`config.mk`:
```
export PLATFORM = sky130hd
export DESIGN_NAME = rca_shift_add_mul_8b
export DESIGN_NICKNAME = d
export VERILOG_FILES = /design/src/rtl/rca_shift_add_mul_8b.sv
export SDC_FILE = /design/constraint.sdc
export NUM_CORES = 1
export LEC_CHECK = 0
export BUFFER_PORTS_ARGS = -buffer_cell sky130_fd_sc_hd__buf_2
export CORE_MARGIN = 2
export CORE_UTILIZATION = 45
export DETAILED_ROUTE_END_ITERATION = 7
export GPL_TIMING_DRIVEN = 0
export PLACE_DENSITY = 0.76
export SYNTH_ARGS = -nofsm -noshare
export SYNTH_HDL_FRONTEND = slang
export SYNTH_HIERARCHICAL = 1
export SYNTH_SLANG_ARGS = --single-unit
```
`constraint.sdc`:
```
create_clock -name clk -period 3.98 [get_ports clk]
set_clock_uncertainty 0.05 [all_clocks]
set_input_delay 0.796 -clock clk [delete_from_list [all_inputs] [get_ports clk]]
set_output_delay 0.796 -clock clk [all_outputs]
set_load 0.01 [all_outputs]
```
`src/rtl/rca_shift_add_mul_8b.sv`:
```
// 8x8 unsigned shift-and-add multiplier built around a ripple-carry adder.
// One partial-product add per CALC cycle, valid/ready on both sides.

module fa_cell (
  input  logic a,
  input  logic b,
  input  logic ci,
  output logic s,
  output logic co
);
  assign s  = a ^ b ^ ci;
  assign co = (a & b) | (ci & (a ^ b));
endmodule

module rca_8b_top (
  input  logic [7:0] x,
  input  logic [7:0] y,
  input  logic       carry_in,
  output logic [7:0] sum,
  output logic       carry_out
);
  logic [8:0] cy;

  assign cy[0] = carry_in;

  for (genvar i = 0; i < 8; i++) begin : g_bit
    fa_cell u_fa (
      .a  (x[i]),
      .b  (y[i]),
      .ci (cy[i]),
      .s  (sum[i]),
      .co (cy[i+1])
    );
  end

  assign carry_out = cy[8];
endmodule

module rca_shift_add_mul_8b #(
  parameter int WIDTH = 8
) (
  input  logic                 clk,
  input  logic                 reset,
  input  logic                 in_valid,
  output logic                 in_ready,
  input  logic [WIDTH-1:0]     x,
  input  logic [WIDTH-1:0]     y,
  output logic                 out_valid,
  input  logic                 out_ready,
  output logic [2*WIDTH-1:0]   product
);

  if (WIDTH != 8) begin : g_width_chk
    $error("rca_shift_add_mul_8b: WIDTH must be 8");
  end

  typedef enum logic [1:0] {
    IDLE = 2'd0,
    CALC = 2'd1,
    DONE = 2'd2
  } state_t;

  state_t      state;
  logic [7:0]  m;
  logic [7:0]  a;
  logic [7:0]  q;
  logic        c;
  logic [2:0]  count;

  logic [7:0]  add_y;
  logic [7:0]  add_s;
  logic        add_co;
  logic [15:0] shifted;
  logic        unused_c;

  assign add_y = q[0] ? m : 8'h00;

  rca_8b_top u_add (
    .x         (a),
    .y         (add_y),
    .carry_in  (1'b0),
    .sum       (add_s),
    .carry_out (add_co)
  );

  // {C',S,Q} shifted right by one; the dropped LSB is the consumed
  // multiplier bit, and the carry lands in A's MSB so it is never lost.
  assign shifted  = {add_co, add_s, q[7:1]};
  assign unused_c = c;

  always_ff @(posedge clk) begin
    if (reset) begin
      state     <= IDLE;
      in_ready  <= 1'b1;
      out_valid <= 1'b0;
      product   <= 16'h0000;
      m         <= 8'h00;
      a         <= 8'h00;
      q         <= 8'h00;
      c         <= 1'b0;
      count     <= 3'd0;
    end else begin
      unique case (state)
        IDLE: begin
          if (in_valid) begin
            m        <= x;
            q        <= y;
            a        <= 8'h00;
            c        <= 1'b0;
            count    <= 3'd0;
            state    <= CALC;
            in_ready <= 1'b0;
          end
        end
        CALC: begin
          a     <= shifted[15:8];
          q     <= shifted[7:0];
          c     <= 1'b0;
          count <= count + 3'd1;
          if (count == 3'd7) begin
            state     <= DONE;
            out_valid <= 1'b1;
            product   <= shifted;
          end
        end
        DONE: begin
          if (out_ready) begin
            state     <= IDLE;
            out_valid <= 1'b0;
            in_ready  <= 1'b1;
          end
        end
        default: begin
          state     <= IDLE;
          in_ready  <= 1'b1;
          out_valid <= 1'b0;
        end
      endcase
    end
  end

endmodule

```
==> results.json <==
{
  "synth_nets": 249,
  "yosysUniqueCellTypes": 30,
  "path_common_cell": "fa_2",
  "hold-worst-slack_ps": 403.3,
  "vias": 1570,
  "total_power_uw": 960.1,
  "cts_setup_buffers": 0,
  "finalWirelength_microns": 4186,
  "area_growth_pct": 18.41,
  "ff_latch_area_sq_um": 944.7,
  "drt_iter0_markers": 62,
  "ioPinCount": 38,
  "drtPass1Iterations": 4,
  "worstMarginPinSlew_ps": 572.1,
  "power.leakage_uw": 0.001023,
  "slowest_delay_ps": 460,
  "syn_area_per_cell_sq_um": 9.530,
  "setup_viol": 0,
  "die_area_sq_um": 5198,
  "antenna_found_initial": 0,
  "grt_use_total_pct": 17.71,
  "wl_per_cell_microns": 13.29,
  "ctsHoldBuffers": 0,
  "htree_levels": 2,
  "cp.required_ps": 4110,
  "layout_min_cycle_time_ps": 3870,
  "ys_seq_area_share_pct": 45.08,
  "core_sq_um": 4414,
  "root_buffer": "clkbuf_8",
  "die_h_microns": 72.10,
  "cts_tree": "done",
  "status": "finished clean",
  "fin_tns_setup_ps": 0,
  "post-route-period-util_pct": 97.23,
  "multiInputGateArea_sq_um": 1033,
  "clkTransAtPathRegs_ps": 90,
  "r2r_cells": 11,
  "critical_path.top_delay_family": "adder cells",
  "ir_drop_v": 0.0002159,
  "hold_end": "m[2]",
  "grt_remaining_overflow": 0,
  "finalHoldViolations": 0,
  "dieWidth_microns": 72.10,
  "antenna_cells": 0,
  "insertion_delay_ps": 310,
  "viasPerCell": 4.984,
  "synthesis.area_sq_um": 2087,
  "grt_pass1_vias": 1503,
  "ant_nets": 0,
  "dp_hpwl_microns": 3168,
  "initial_utilization_pct": 47.28,
  "ys_warn_count": 6,
  "numCtsBuffers": 5,
  "powerDensity_nw_per_um2": 388.5,
  "min_delay_path_depth": 2,
  "r2r-start": "q[0]",
  "crit_arrival_ps": 4000,
  "crit_fanout": 9,
  "rsz0062_at_grt": "no",
  "reg2reg_to": "a[6]",
  "clock_sinks": 47,
  "max_freq_ghz": 0.2584,
  "crit_slowest_cell": "fa_1",
  "hold_class": "register to register",
  "port_buffers": 36,
  "cap_violations": 0,
  "n_fill_cell": 416,
  "drv_slew": 0,
  "grt_max_degree": 15,
  "end_kind": "register",
  "crit_type": "register to register",
  "drive_gt1_share_pct": 29.28,
  "mostFrequentLayoutCell": "nand2_1",
  "reg2reg_slack_ps": 110,
  "drcViolationCount": 0,
  "final_cell_mix": "nand2_1, dfxtp_1, buf_2",
  "hold_path.startpoint": "m[2]",
  "nNetsFinal": 292,
  "synthCells": 219,
  "gp_congestion": 0.7889,
  "grt_pass1_wl_microns": 7038,
  "clk_path_buf_depth": 2,
  "path_cells": "and2_1 -> fa_2 -> fa_2 -> fa_2 -> fa_2 -> fa_2 -> fa_2 -> fa_2 -> fa_1 -> a22oi_1 -> nor2_1",
  "synth_seq_cells": 47,
  "slew_headroom_pct": 61.86,
  "rows": 24,
  "cp-start-kind": "register",
  "critPathBufInv": 0
}
## registers in the layout, summed over array words and instances (netlist names)
signal	flops
state	2
q	8
m	8
in_ready	1
out_valid	1
count	3
product	16
a	8
## area by class of cell
type                            count  share of cell area (%)
Multi-Input combinational cell    156                   41.82
Sequential cell                    47                   38.23
Timing Repair Buffer               36                   7.291
Buffer                             16                   5.266
Clock buffer                        6                   3.342
Tap cell                           52                   2.633
Clock inverter                      2                   1.418
## synthesized netlist by cell type
| master | instances | area [sq um] |
|---|---|---|
| ha_1 | 2 | 25.02 |
| buf_12 | 1 | 20.02 |
| nand3b_2 | 1 | 11.26 |
| a21oi_1 | 26 | 130.1 |
| and3b_1 | 1 | 8.760 |
| nor3b_2 | 1 | 12.51 |
| or3b_1 | 1 | 8.760 |
| buf_6 | 4 | 45.04 |
| nor2_2 | 2 | 12.51 |
| nor2b_1 | 1 | 6.260 |
| a21oi_2 | 1 | 8.760 |
| buf_4 | 2 | 15.01 |
| and2_1 | 8 | 50.05 |
| a211oi_1 | 2 | 15.01 |
| buf_2 | 4 | 20.02 |
| mux2i_1 | 9 | 90.09 |
| nand2b_1 | 2 | 12.51 |
| a2bb2oi_1 | 1 | 8.760 |
| dfxtp_1 | 47 | 940.9 |
| clkbuf_1 | 3 | 11.26 |
| o21ba_1 | 1 | 10.01 |
| a22oi_1 | 10 | 75.07 |
| o21bai_1 | 1 | 7.510 |
| nand2_1 | 48 | 180.2 |
| a211oi_2 | 8 | 100.1 |
| conb_1 | 1 | 3.750 |
| buf_1 | 1 | 3.750 |
| fa_1 | 8 | 160.2 |
| buf_8 | 1 | 15.01 |
| nor2_1 | 21 | 78.83 |
## cells by family (layout without fill, tap and decap cells)
| logic type | count (synthesis) | in the layout | share of synthesized area, % |
|---|---|---|---|
| buffers and inverters | 16 | 60 | 6.234 |
| other | 1 | 1 | 0.1797 |
| AOI/OAI and AO/OA | 50 | 50 | 17.03 |
| DFF | 47 | 47 | 45.08 |
| adders and majority gates | 10 | 10 | 8.873 |
| and+or+nand+nor | 86 | 86 | 18.29 |
| muxes | 9 | 9 | 4.317 |
## worst min-delay path, cell delays in order, from the launching register on
cell,delay (ps)
dfxtp_1,310
nand2_1,50
a21oi_1,50
## stage by stage
stage          util [%]  instances  setup WS (ps)  area, sq um
2_1_floorplan         -        219          16.73         2090
3_3_place_gp      52.89        307         -175.6         2335
3_5_place_dp      52.89        307         -228.5         2335
4_1_cts           55.92        315          34.83         2469
5_1_grt           55.98        315          12.15         2471
6_report          55.98        315          110.1         2471
## how the worst max path moves through the flow
stage          from  endpoint  slack (ps)  depth (start not counted)
2_1_floorplan  q[0]      a[6]          20                         11
3_3_place_gp   q[0]      a[6]        -180                         11
3_5_place_dp   q[0]      a[6]        -230                         11
4_1_cts        q[0]      a[6]          30                         11
5_1_grt        q[0]      a[6]          10                         11
6_report       q[0]      a[6]         110                         11
## what timing repair did
item	CTS	global route
endpoints found under the setup margin	4	3
cloned	0	0
pin swaps	0	1
resized for setup	7	1
## metal layers
layer	wire (microns)	track usage (%)
met1	1862	22.18
met2	2064	29.46
met3	189	4.722
met4	70	6.289
met5	0	0
## power breakdown
part	leakage [uW]	total, uW	internal, uW	switching [uW]
Combinational	0.000579	94.9	43.0	51.9
Sequential	0.000383	499	486	12.7
Clock	0.0000612	366	203	163
(Power assumes the default switching activity.)
